--- config.mk ---
export PLATFORM = sky130hd
export DESIGN_NAME = serial_frame_deser
export DESIGN_NICKNAME = d
export VERILOG_FILES = /design/src/rtl/serial_frame_deser.sv
export SDC_FILE = /design/constraint.sdc
export NUM_CORES = 1
export LEC_CHECK = 0
export CORE_MARGIN = 8
export CORE_UTILIZATION = 70
export CTS_BUF_LIST = sky130_fd_sc_hd__clkbuf_4
export DETAILED_ROUTE_END_ITERATION = 6
export DONT_BUFFER_PORTS = 1
export GPL_ROUTABILITY_DRIVEN = 0
export PLACE_DENSITY_LB_ADDON = 0.25
export SYNTH_ARGS = -nofsm -noshare
export SYNTH_HDL_FRONTEND = slang
export SYNTH_SLANG_ARGS = --single-unit
--- constraint.sdc ---
create_clock -name clk -period 3.94 [get_ports clk]
set_input_delay 0.788 -clock clk [delete_from_list [all_inputs] [get_ports clk]]
set_output_delay 0.788 -clock clk [all_outputs]
set_load 0.005 [all_outputs]
--- src/rtl/serial_frame_deser.sv ---
// serial_frame_deser
// Receive-side UART-style deserializer. Each frame is start(0), 20 payload
// bits LSB first (16-bit sample then 4-bit tag), even parity over the
// payload, and stop(1). A good frame is presented as a one-cycle parallel
// word. Malformed frames raise a one-cycle error strobe and bump a
// saturating error counter.
module serial_frame_deser #(
   parameter int CLKS_PER_BIT = 16,
   parameter int ERR_CNT_W    = 8
) (
   input  logic                 clk,
   input  logic                 rst_n,
   input  logic                 ser_in,
   output logic [15:0]          data_out,
   output logic [3:0]           tag_out,
   output logic                 valid,
   output logic                 parity_err,
   output logic                 frame_err,
   output logic [ERR_CNT_W-1:0] err_count,
   output logic                 busy
);

   localparam int CNT_W = $clog2(CLKS_PER_BIT);
   // Half-bit reload centres sampling in the middle of each bit time.
   localparam logic [CNT_W-1:0]     HALF_RELOAD = CNT_W'(CLKS_PER_BIT / 2 - 1);
   localparam logic [CNT_W-1:0]     FULL_RELOAD = CNT_W'(CLKS_PER_BIT - 1);
   localparam logic [ERR_CNT_W-1:0] ERR_MAX     = '1;
   localparam logic [4:0]           LAST_BIT    = 5'd19;

   typedef enum logic [2:0] {
      ST_IDLE,
      ST_START,
      ST_DATA,
      ST_PARITY,
      ST_STOP,
      ST_BRK
   } state_t;

   state_t                 state_reg,      state_next;
   logic [CNT_W-1:0]       cnt_reg,        cnt_next;
   logic [4:0]             bit_idx_reg,    bit_idx_next;
   logic [19:0]            shreg_reg,      shreg_next;
   logic                   par_ok_reg,     par_ok_next;
   logic [15:0]            data_reg,       data_next;
   logic [3:0]             tag_reg,        tag_next;
   logic                   valid_reg,      valid_next;
   logic                   parity_err_reg, parity_err_next;
   logic                   frame_err_reg,  frame_err_next;
   logic [ERR_CNT_W-1:0]   err_cnt_reg,    err_cnt_next;

   logic                   tick;
   logic                   err_event;

   assign tick = (cnt_reg == '0);

   // State and datapath registers; reset returns to IDLE and clears outputs.
   always_ff @(posedge clk or negedge rst_n) begin
      if (!rst_n) begin
         state_reg      <= ST_IDLE;
         cnt_reg        <= '0;
         bit_idx_reg    <= '0;
         shreg_reg      <= '0;
         par_ok_reg     <= 1'b0;
         data_reg       <= '0;
         tag_reg        <= '0;
         valid_reg      <= 1'b0;
         parity_err_reg <= 1'b0;
         frame_err_reg  <= 1'b0;
         err_cnt_reg    <= '0;
      end else begin
         state_reg      <= state_next;
         cnt_reg        <= cnt_next;
         bit_idx_reg    <= bit_idx_next;
         shreg_reg      <= shreg_next;
         par_ok_reg     <= par_ok_next;
         data_reg       <= data_next;
         tag_reg        <= tag_next;
         valid_reg      <= valid_next;
         parity_err_reg <= parity_err_next;
         frame_err_reg  <= frame_err_next;
         err_cnt_reg    <= err_cnt_next;
      end
   end

   // Next-state, bit timing, payload capture and strobe generation.
   always_comb begin
      state_next      = state_reg;
      cnt_next        = cnt_reg;
      bit_idx_next    = bit_idx_reg;
      shreg_next      = shreg_reg;
      par_ok_next     = par_ok_reg;
      data_next       = data_reg;
      tag_next        = tag_reg;
      valid_next      = 1'b0;
      parity_err_next = 1'b0;
      frame_err_next  = 1'b0;
      err_event       = 1'b0;

      case (state_reg)
         ST_IDLE: begin
            if (!ser_in) begin
               state_next = ST_START;
               cnt_next   = HALF_RELOAD;
            end
         end
         ST_START: begin
            if (tick) begin
               if (ser_in) begin
                  // Line went back high before mid-start: treat as noise.
                  state_next = ST_IDLE;
               end else begin
                  state_next   = ST_DATA;
                  cnt_next     = FULL_RELOAD;
                  bit_idx_next = '0;
               end
            end else begin
               cnt_next = cnt_reg - 1'b1;
            end
         end
         ST_DATA: begin
            if (tick) begin
               shreg_next[bit_idx_reg] = ser_in;
               cnt_next                = FULL_RELOAD;
               if (bit_idx_reg == LAST_BIT) begin
                  state_next = ST_PARITY;
               end else begin
                  bit_idx_next = bit_idx_reg + 1'b1;
               end
            end else begin
               cnt_next = cnt_reg - 1'b1;
            end
         end
         ST_PARITY: begin
            if (tick) begin
               par_ok_next = ((^shreg_reg) ^ ser_in) == 1'b0;
               cnt_next    = FULL_RELOAD;
               state_next  = ST_STOP;
            end else begin
               cnt_next = cnt_reg - 1'b1;
            end
         end
         ST_STOP: begin
            if (tick) begin
               if (ser_in) begin
                  state_next = ST_IDLE;
                  if (par_ok_reg) begin
                     data_next  = shreg_reg[15:0];
                     tag_next   = shreg_reg[19:16];
                     valid_next = 1'b1;
                  end else begin
                     parity_err_next = 1'b1;
                     err_event       = 1'b1;
                  end
               end else begin
                  // Stop bit low: framing error wins regardless of parity.
                  frame_err_next = 1'b1;
                  err_event      = 1'b1;
                  state_next     = ST_BRK;
               end
            end else begin
               cnt_next = cnt_reg - 1'b1;
            end
         end
         ST_BRK: begin
            // Hold off start detection until the line has recovered high.
            if (ser_in) begin
               state_next = ST_IDLE;
            end
         end
         default: begin
            state_next = ST_IDLE;
         end
      endcase

      err_cnt_next = err_cnt_reg;
      if (err_event && (err_cnt_reg != ERR_MAX)) begin
         err_cnt_next = err_cnt_reg + 1'b1;
      end
   end

   assign data_out   = data_reg;
   assign tag_out    = tag_reg;
   assign valid      = valid_reg;
   assign parity_err = parity_err_reg;
   assign frame_err  = frame_err_reg;
   assign err_count  = err_cnt_reg;
   assign busy       = (state_reg != ST_IDLE);

endmodule

; ---- Word-level counts from Yosys, hierarchy flattened
; Cells that the tools add are included.
[totals]
in_bits = 3
reg_bits = 64
out_inout_bits = 32
[classes]
magnitude_cmp = 2
eq_ne = 18
add_sub_neg = 3
muxes = 38
reduce_logical = 15
bitwise = 2
[ops]
columns = operator, n
row1 = $mux W3, 8
row2 = $bwmux W20, 1
row3 = $mux W4, 5
row4 = $mux W5, 4
row5 = $ne A2 B2 Y1 const B, 10
row6 = $reduce_xor A20 Y1, 1
row7 = $pmux W3 S6, 1
row8 = $pmux W4 S4, 1
row9 = $mux W1, 15
row10 = $pmux W5 S2, 1
row11 = $add A8 B1 Y8 const B, 1
row12 = $ne A8 B8 Y1 const B, 1
row13 = $reduce_and A4 Y1, 2
row14 = $reduce_and A7 Y1, 1
row15 = $eq A3 B2 Y1 const B, 2
row16 = $eq A3 B3 Y1 const B, 2
row17 = $lt A5 B6 Y1 const B, 1
row18 = $add A5 B1 Y5 const B, 1
row19 = $demux W1 S5, 1
row20 = $eq A5 B5 Y1 const B, 1
row21 = $ge A5 B1 Y1 const B, 1
row22 = $reduce_and A5 Y1, 1
row23 = $logic_not A4 Y1, 1
row24 = $reduce_and A2 Y1, 2
row25 = 12 further kinds, 13

; ---- Longest topological paths before layout
; Gate-level depths: netlist of run 1.
[logic_depth]
depth_word = 5
depth_mapped = 8
ltp_nobuf = 7

; ---- Worst setup path after synthesis of run 1
; Ideal clock, no wire load.
[synth_timing]
path_kind = reg2reg
startpoint = register cnt_reg[0]
endpoint = register shreg_reg[19]
slack_ns = 1.737
t_required_ns = 3.815
setup_time_ns = 0.125
path_buffers = 1
path_stages_with_launch = 9
period_less_slack_ns = 2.203
arrival_time_ns = 2.078
cell_sequence = dfrtp_1 inv_1 ha_1 or3b_1 buf_6 nor4b_4 and2_4 nand2_1 mux2_4
[synth_between]
elab_chain_cells = 2
[synth_lines]
columns = element, line_no
row1 = from (decl), 40  ; logic [CNT_W-1:0] cnt_reg, cnt_next;
row2 = from (signal assigned), 72  ; cnt_reg <= cnt_next;
row3 = $logic_not A4 Y1, 54  ; assign tick = (cnt_reg == '0);
row4 = $reduce_and A2 Y1 (no line), -
row5 = to (signal assigned), 74  ; shreg_reg <= shreg_next;
row6 = to (decl), 42  ; logic [19:0] shreg_reg, shreg_next;
; Every way passes these cells.
; A chain may end at the register's enable or synchronous reset.

; ---- Worst setup path after layout of run 1
[layout_timing]
startpoint = register cnt_reg[0]
endpoint = register err_cnt_reg[7], in the netlist err_count[7]
[layout_between]
elab_chain_cells = 4
[layout_lines]
columns = element, line_no
row1 = $logic_not A4 Y1, 54
row2 = $mux W1, 143  ; if (tick) begin
row3 = $mux W1, 99  ; case (state_reg)
row4 = $logic_and A1 B1 Y1, 176  ; if (err_event && (err_cnt_reg != ERR_MAX)) begin
row5 = to (signal assigned), 81  ; err_cnt_reg <= err_cnt_next;
row6 = to (decl), 49  ; logic [ERR_CNT_W-1:0] err_cnt_reg, err_cnt_next;
; Every way passes these cells.

==> metrics.txt, run 1 <==
status completed; Syn Area/Cell 11.7 sq um; P&R area growth vs syn 4.96%; Netlist cell types 43; Post-synth EDFFs 0; I/O pin cnt 35; Reg clk slew, reported paths 0.12 ns; Max stage delay on crit path 0.50 ns; initial antenna violation count 0; CP arrival 2.84 ns; Clk Latency, worst-skew pair 0.40 ns; Syn Nets 282; Final Hold Vio Count 0; Pleak 1.59 nW; asr flop ratio synth 100%; Sink Count 64; Placeable Area 4380 sq um; DR vias 1,983; Post-DP HPWL 3.99 mm; pin slew with the least headroom to its limit 0.646 ns; DIE WIDTH 83.7 microns; worst-case clock buffer depth 2; Total Nets Final 282; cell chain of the critical path inv_1 > ha_1 > or3b_1 > nor3b_1 > o21ai_1 > nor3_1 > xor2_1; non-filler cells in the finished layout 330; pwr dens 461 nW/um^2; ANT nets after route 0; CP delay by family, top simple AND/OR/NAND/NOR gates; Sum Neg Setup Slack 0 ns; total power 0.00155 W; Port Buffer Count 0; Clock power frac 28.2%; Top FF cell, synth dfrtp_1; end of the worst register-to-register path err_count[7]; Comb power frac 19.5%; DIE AREA 7000 sq um; vias in the first global route 1,885; # Post-CTS Setup Buffers 0; Final min period 2.51 ns; Inst Count DP 314; First DRT Iteration DRCs 130; initial core utilization 73.1%; Mapped Cells 273; leading cell type in the layout, fill and taps excluded dfrtp_1; CTS Root Cell clkbuf_4; Hold Path Class primary input to asynchronous set/reset pin; first-pass GRT wire length 9.92 mm; CTS Buf Count 9; Residual DRC 0; r2r setup slk 1.43 ns; Syn. warnings 0; slowest cell on the critical path or3b_1; grt ovf 0; row count 24; WL/cell 17.6 microns; Max Freq 398 MHz; # setup viols final 0; routed wire length 5.82 mm; max reg flops 20; minimum hold slack 0.0608 ns; Finished Core Util 76.7%; CTS tree yes; crit share post-route 63.7%; synthesized cell area 3210 sq um; GR Util All Layers 17.4%; antenna fix cells 0; P_int 0.00107 W; flops & latches, synth 64; Slew Viols, Final 0; CTS Hold Bufs 0; CTS resizes 0; Reg power frac 52.3%; overall die height 83.7 microns; Seq/Total Area, Yosys 50.0%; sw power 0.000480 W; Worst Skew 0.0182 ns; CP Buf/Inv Count 1; RSZ-0062 raised after global routing no; Critical Path Source Type flop; drt first pass iters 4; required time of the critical path 4.27 ns; CP endpoint kind flop; share of post-route cells with drive strength above 1 23.0%; CP Class flop to flop; Worst slew margin 56.9%; routed vias/inst 6.01; commonest non-fill, non-tap cells in the layout dfrtp_1 (64), nand2_1 (32), xnor2_1 (21), mux2_4 (20), mux2_2 (20); Critical R2R Launch cnt_reg[0]; maximum fanout along the worst path 8; peak supply drop 0.343 mV; switching portion of total power 31.0%; reg2reg path depth 7; largest net degree at the start of global routing 65; max cap viols 0; H-tree levels 3
[layout make-up]
type                            count  area, sq um
Multi-Input combinational cell    192         1530
Clock buffer                        9         67.6
Timing Repair Buffer                1         7.51
Tap cell                           52         65.1
Clock inverter                      7         72.6
Sequential cell                    64         1600
Inverter                            5         18.8
Fill cell                         270         1020
[through the flow]
| step | setup WS [ns] | instance area (sq um) |
|---|---|---|
| after detailed placement | 1.51 | 3220 |
| after floorplan | 1.74 | 3210 |
| after global routing | 1.34 | 3360 |
| after global placement | 1.59 | 3220 |
| final | 1.43 | 3360 |
| after CTS | 1.50 | 3360 |
[power by group through the flow]
stage | Clock, W | Combinational [W] | Sequential (W)
finish | 0.000437 | 0.000303 | 0.000812
CTS | 0.000446 | 0.000306 | 0.000810
floorplan | 0 | 0.000307 | 0.000773
global placement | 0 | 0.000296 | 0.000820
global route | 0.000479 | 0.000346 | 0.000824
detailed placement | 0 | 0.000306 | 0.000822
[cell usage after synthesis, types with 2 or more instances]
master / number / area, sq um
xnor2_1: 21 / 184
inv_1: 5 / 18.8
buf_2: 3 / 15.0
nand2_1: 32 / 120
or3_1: 2 / 12.5
o22ai_1: 2 / 12.5
mux2_4: 20 / 300
a21oi_1: 6 / 30.0
ha_1: 6 / 75.1
nor3b_1: 5 / 37.5
and3_1: 5 / 31.3
and2_4: 4 / 35.0
nor3_1: 4 / 20.0
o21ai_0: 5 / 25.0
mux2_2: 20 / 225
nand3_1: 12 / 60.1
nor2_1: 15 / 56.3
dfrtp_1: 64 / 1600
nand2b_1: 2 / 12.5
clkbuf_1: 8 / 30.0
xor2_1: 10 / 87.6
[cell families (layout without fill, tap and decap cells)]
family	count (synthesis)	in the layout	synth area share, %
buf+inv	17	22	2.34
mux	42	42	17.1
flops	64	64	50.0
compound gates	21	21	4.02
simple gates	91	91	15.1
fa+ha+maj	6	6	2.34
xor+xnor	32	32	9.17
[worst max path at each step]
stage | slack, ns | endpoint | start | cells after the start
floorplan | 1.74 | shreg_reg[19] | cnt_reg[0] | 8
global placement | 1.59 | shreg_reg[6] | cnt_reg[0] | 7
detailed placement | 1.51 | err_count[7] | cnt_reg[0] | 7
CTS | 1.50 | err_count[7] | cnt_reg[0] | 7
global route | 1.34 | err_count[7] | cnt_reg[0] | 7
finish | 1.43 | err_count[7] | cnt_reg[0] | 7
[routing by layer]
metal  vias to the layer above  share of wire [%]  track usage, %  wire length, microns
met5                         -                  0               0                     0
met1                       995                 47            22.7                  2710
met4                         0                1.1            4.71                    63
met2                        35                 47            26.0                  2760
li1                        945                  -               -                     -
met3                         8                4.9            6.93                   286
No activity file was read; power rests on OpenSTA's default activity.
==> run 2: changes to the inputs <==
- CORE_UTILIZATION: 70 -> 66
- clock period: 3.94 -> 2.5 ns (I/O delays scaled with it)
==> run 2 against run 1 <==
Compared with the run above: first-iteration DRC count fell by 46%; final cell count rose by 3.0%; clock-buffer cell count did not move; routed wire length rose by 0.93%; critical path type unchanged; critical endpoint is now shreg_reg[6]; largest power group unchanged.
==> metrics.txt, run 2 (synthesized netlist as in run 1, its figures left out) <==
Critical Path Source Type flop; slowest cell on the critical path or3b_4; FF/Latch Area 1600 sq um (unchanged); FILL cells 299 (+11%); setup ws final 0.150 ns (-1.28 ns); CTS Buf Count 9 (unchanged); max cap viols 0 (unchanged); Clk Latency, worst-skew pair 0.40 ns (about the same); WL/cell 17.3 microns (-2.0%); H-tree levels 3 (unchanged); initial antenna violation count 0 (unchanged); Reg clk slew, reported paths 0.11 ns (about the same); I/O pin cnt 35 (unchanged); leading cell type in the layout, fill and taps excluded dfrtp_1; CTS tree yes; worst-case clock buffer depth 2 (unchanged); P&R area growth vs syn 8.20%; pin slew with the least headroom to its limit 0.650 ns (+0.00392 ns); Port Buffer Count 0 (unchanged); peak supply drop 0.503 mV (+47%); initial core utilization 68.3% (-4.8 points); Worst slew margin 56.6% (-0.36 points); CP endpoint kind flop; Pleak 1.65 nW (+3.5%); grt ovf 0 (unchanged); max reg flops 20 (unchanged); largest net degree at the start of global routing 65 (unchanged); Max Freq 426 MHz (+6.8%); CP Class flop to flop; cell chain of the critical path inv_2 > ha_2 > or3b_4 > nor4b_4 > and2_4 > nand2_1 > mux2_4; Slew Viols, Final 0 (unchanged); Final Hold Vio Count 0 (unchanged); overall die height 85.7 microns (+2.4%); required time of the critical path 2.78 ns (-1.49 ns); DR vias 2,028 (+2.3%); GR Util All Layers 16.8% (-0.61 points); Worst Skew 0.0143 ns (-0.00392 ns); Post-DP HPWL 3.93 mm (-1.5%); Sink Count 64 (unchanged); Placeable Area 4690 sq um (+7.0%); grt met1 use 22.2% (-0.52 points); DIE AREA 7340 sq um (+4.9%); antenna fix cells 0 (unchanged); Sum Neg Setup Slack 0 ns (unchanged); share of post-route cells with drive strength above 1 25.5% (+2.5 points); Residual DRC 0 (unchanged); vias in the first global route 1,997 (+5.9%); maximum fanout along the worst path 7 (-1); drt first pass iters 4 (unchanged); Hold Path Class primary input to flop; commonest non-fill, non-tap cells in the layout dfrtp_1 (64), nand2_1 (32), xnor2_1 (21), mux2_4 (20), mux2_2 (20); RSZ-0062 raised after global routing no; DIE WIDTH 85.7 microns (+2.4%); routed vias/inst 5.96 (-0.74%); crit share post-route 94.0% (+30 points); first-pass GRT wire length 9.80 mm (-1.2%); Total Nets Final 290 (+2.8%); First DRT Iteration DRCs 70 (-46%); Final min period 2.35 ns (-0.160 ns); CTS Root Cell clkbuf_4; CP arrival 2.63 ns (-0.21 ns); # setup viols final 0 (unchanged); row count 25 (+4.2%); met2 Track Usage GR 24.3% (-1.7 points); status completed; ANT nets after route 0 (unchanged); met3 Track Usage GR 4.39% (-2.5 points); routed wire length 5.87 mm (+0.93%); gr busiest metal met2; pre-CTS setup slack 0.0519 ns (-1.46 ns); pwr dens 756 nW/um^2 (+64%); Multi-input gate area 1540 sq um (+0.33%); Max stage delay on crit path 0.44 ns (-0.06 ns)
## run 2: worst paths after layout
kind | startpoint | end | slack [ns] | cells past startpoint
min in group asynchronous | rst_n | cnt_reg[0] | 0.63 | 2
worst min register to register | par_ok_reg | parity_err | 0.51 | 1
worst max register to register | cnt_reg[0] | shreg_reg[6] | 0.15 | 7
worst min-delay path | ser_in | frame_err | 0.16 | 1
max in group asynchronous | rst_n | data_out[5] | 1.61 | 2
worst max-delay path | cnt_reg[0] | shreg_reg[6] | 0.15 | 7
## run 2: cell type report
cell class                      count  share of cell area (%)
Tap cell                           54                    1.95
Multi-Input combinational cell    192                    44.3
Inverter                            5                   0.541
Timing Repair Buffer                9                    2.60
Sequential cell                    64                    46.2
Clock inverter                      7                    2.49
Clock buffer                        9                    1.95
## run 2: power by group
part / switching (W) / internal (W) / total [W]
Clock: 0.000371 / 0.000398 / 0.000768
Sequential: 0.000113 / 0.00113 / 0.00124
Combinational: 0.000307 / 0.000304 / 0.000610
Total: 0.000790 / 0.00183 / 0.00262
## run 2: metal layers
layer | up-vias | share of wire (%) | routed length, microns
met1 | 1018 | 48 | 2830
met3 | 9 | 5.6 | 331
li1 | 960 | - | -
met5 | - | 0 | 0
met4 | 0 | 1.3 | 76
met2 | 41 | 45 | 2630
## run 2: worst max-delay path: cells and delay by family (launching register included)
kind / cells / cell delay (ns)
mux: 1 / 0.32
buf+inv: 1 / 0.09
flops: 1 / 0.41
fa+ha+maj: 1 / 0.21
simple gates: 4 / 1.21
## run 2: through the flow
stage          area [sq um]  power [W]  utilization [%]  cells  hold WS (ns)
2_1_floorplan          3210    0.00170                -    273         0.204
3_3_place_gp           3260    0.00179             69.4    320         0.207
3_5_place_dp           3260    0.00181             69.4    320         0.206
4_1_cts                3450    0.00260             73.5    338         0.134
5_1_grt                3470    0.00276             73.9    340         0.145
6_report               3470    0.00262             73.9    340         0.162
## run 2: what timing repair did
item,CTS,global route
hold endpoints to repair,64,0
hold buffers,2,0
gates resized for setup,0,3
setup buffers,0,2
setup endpoints to repair,0,21
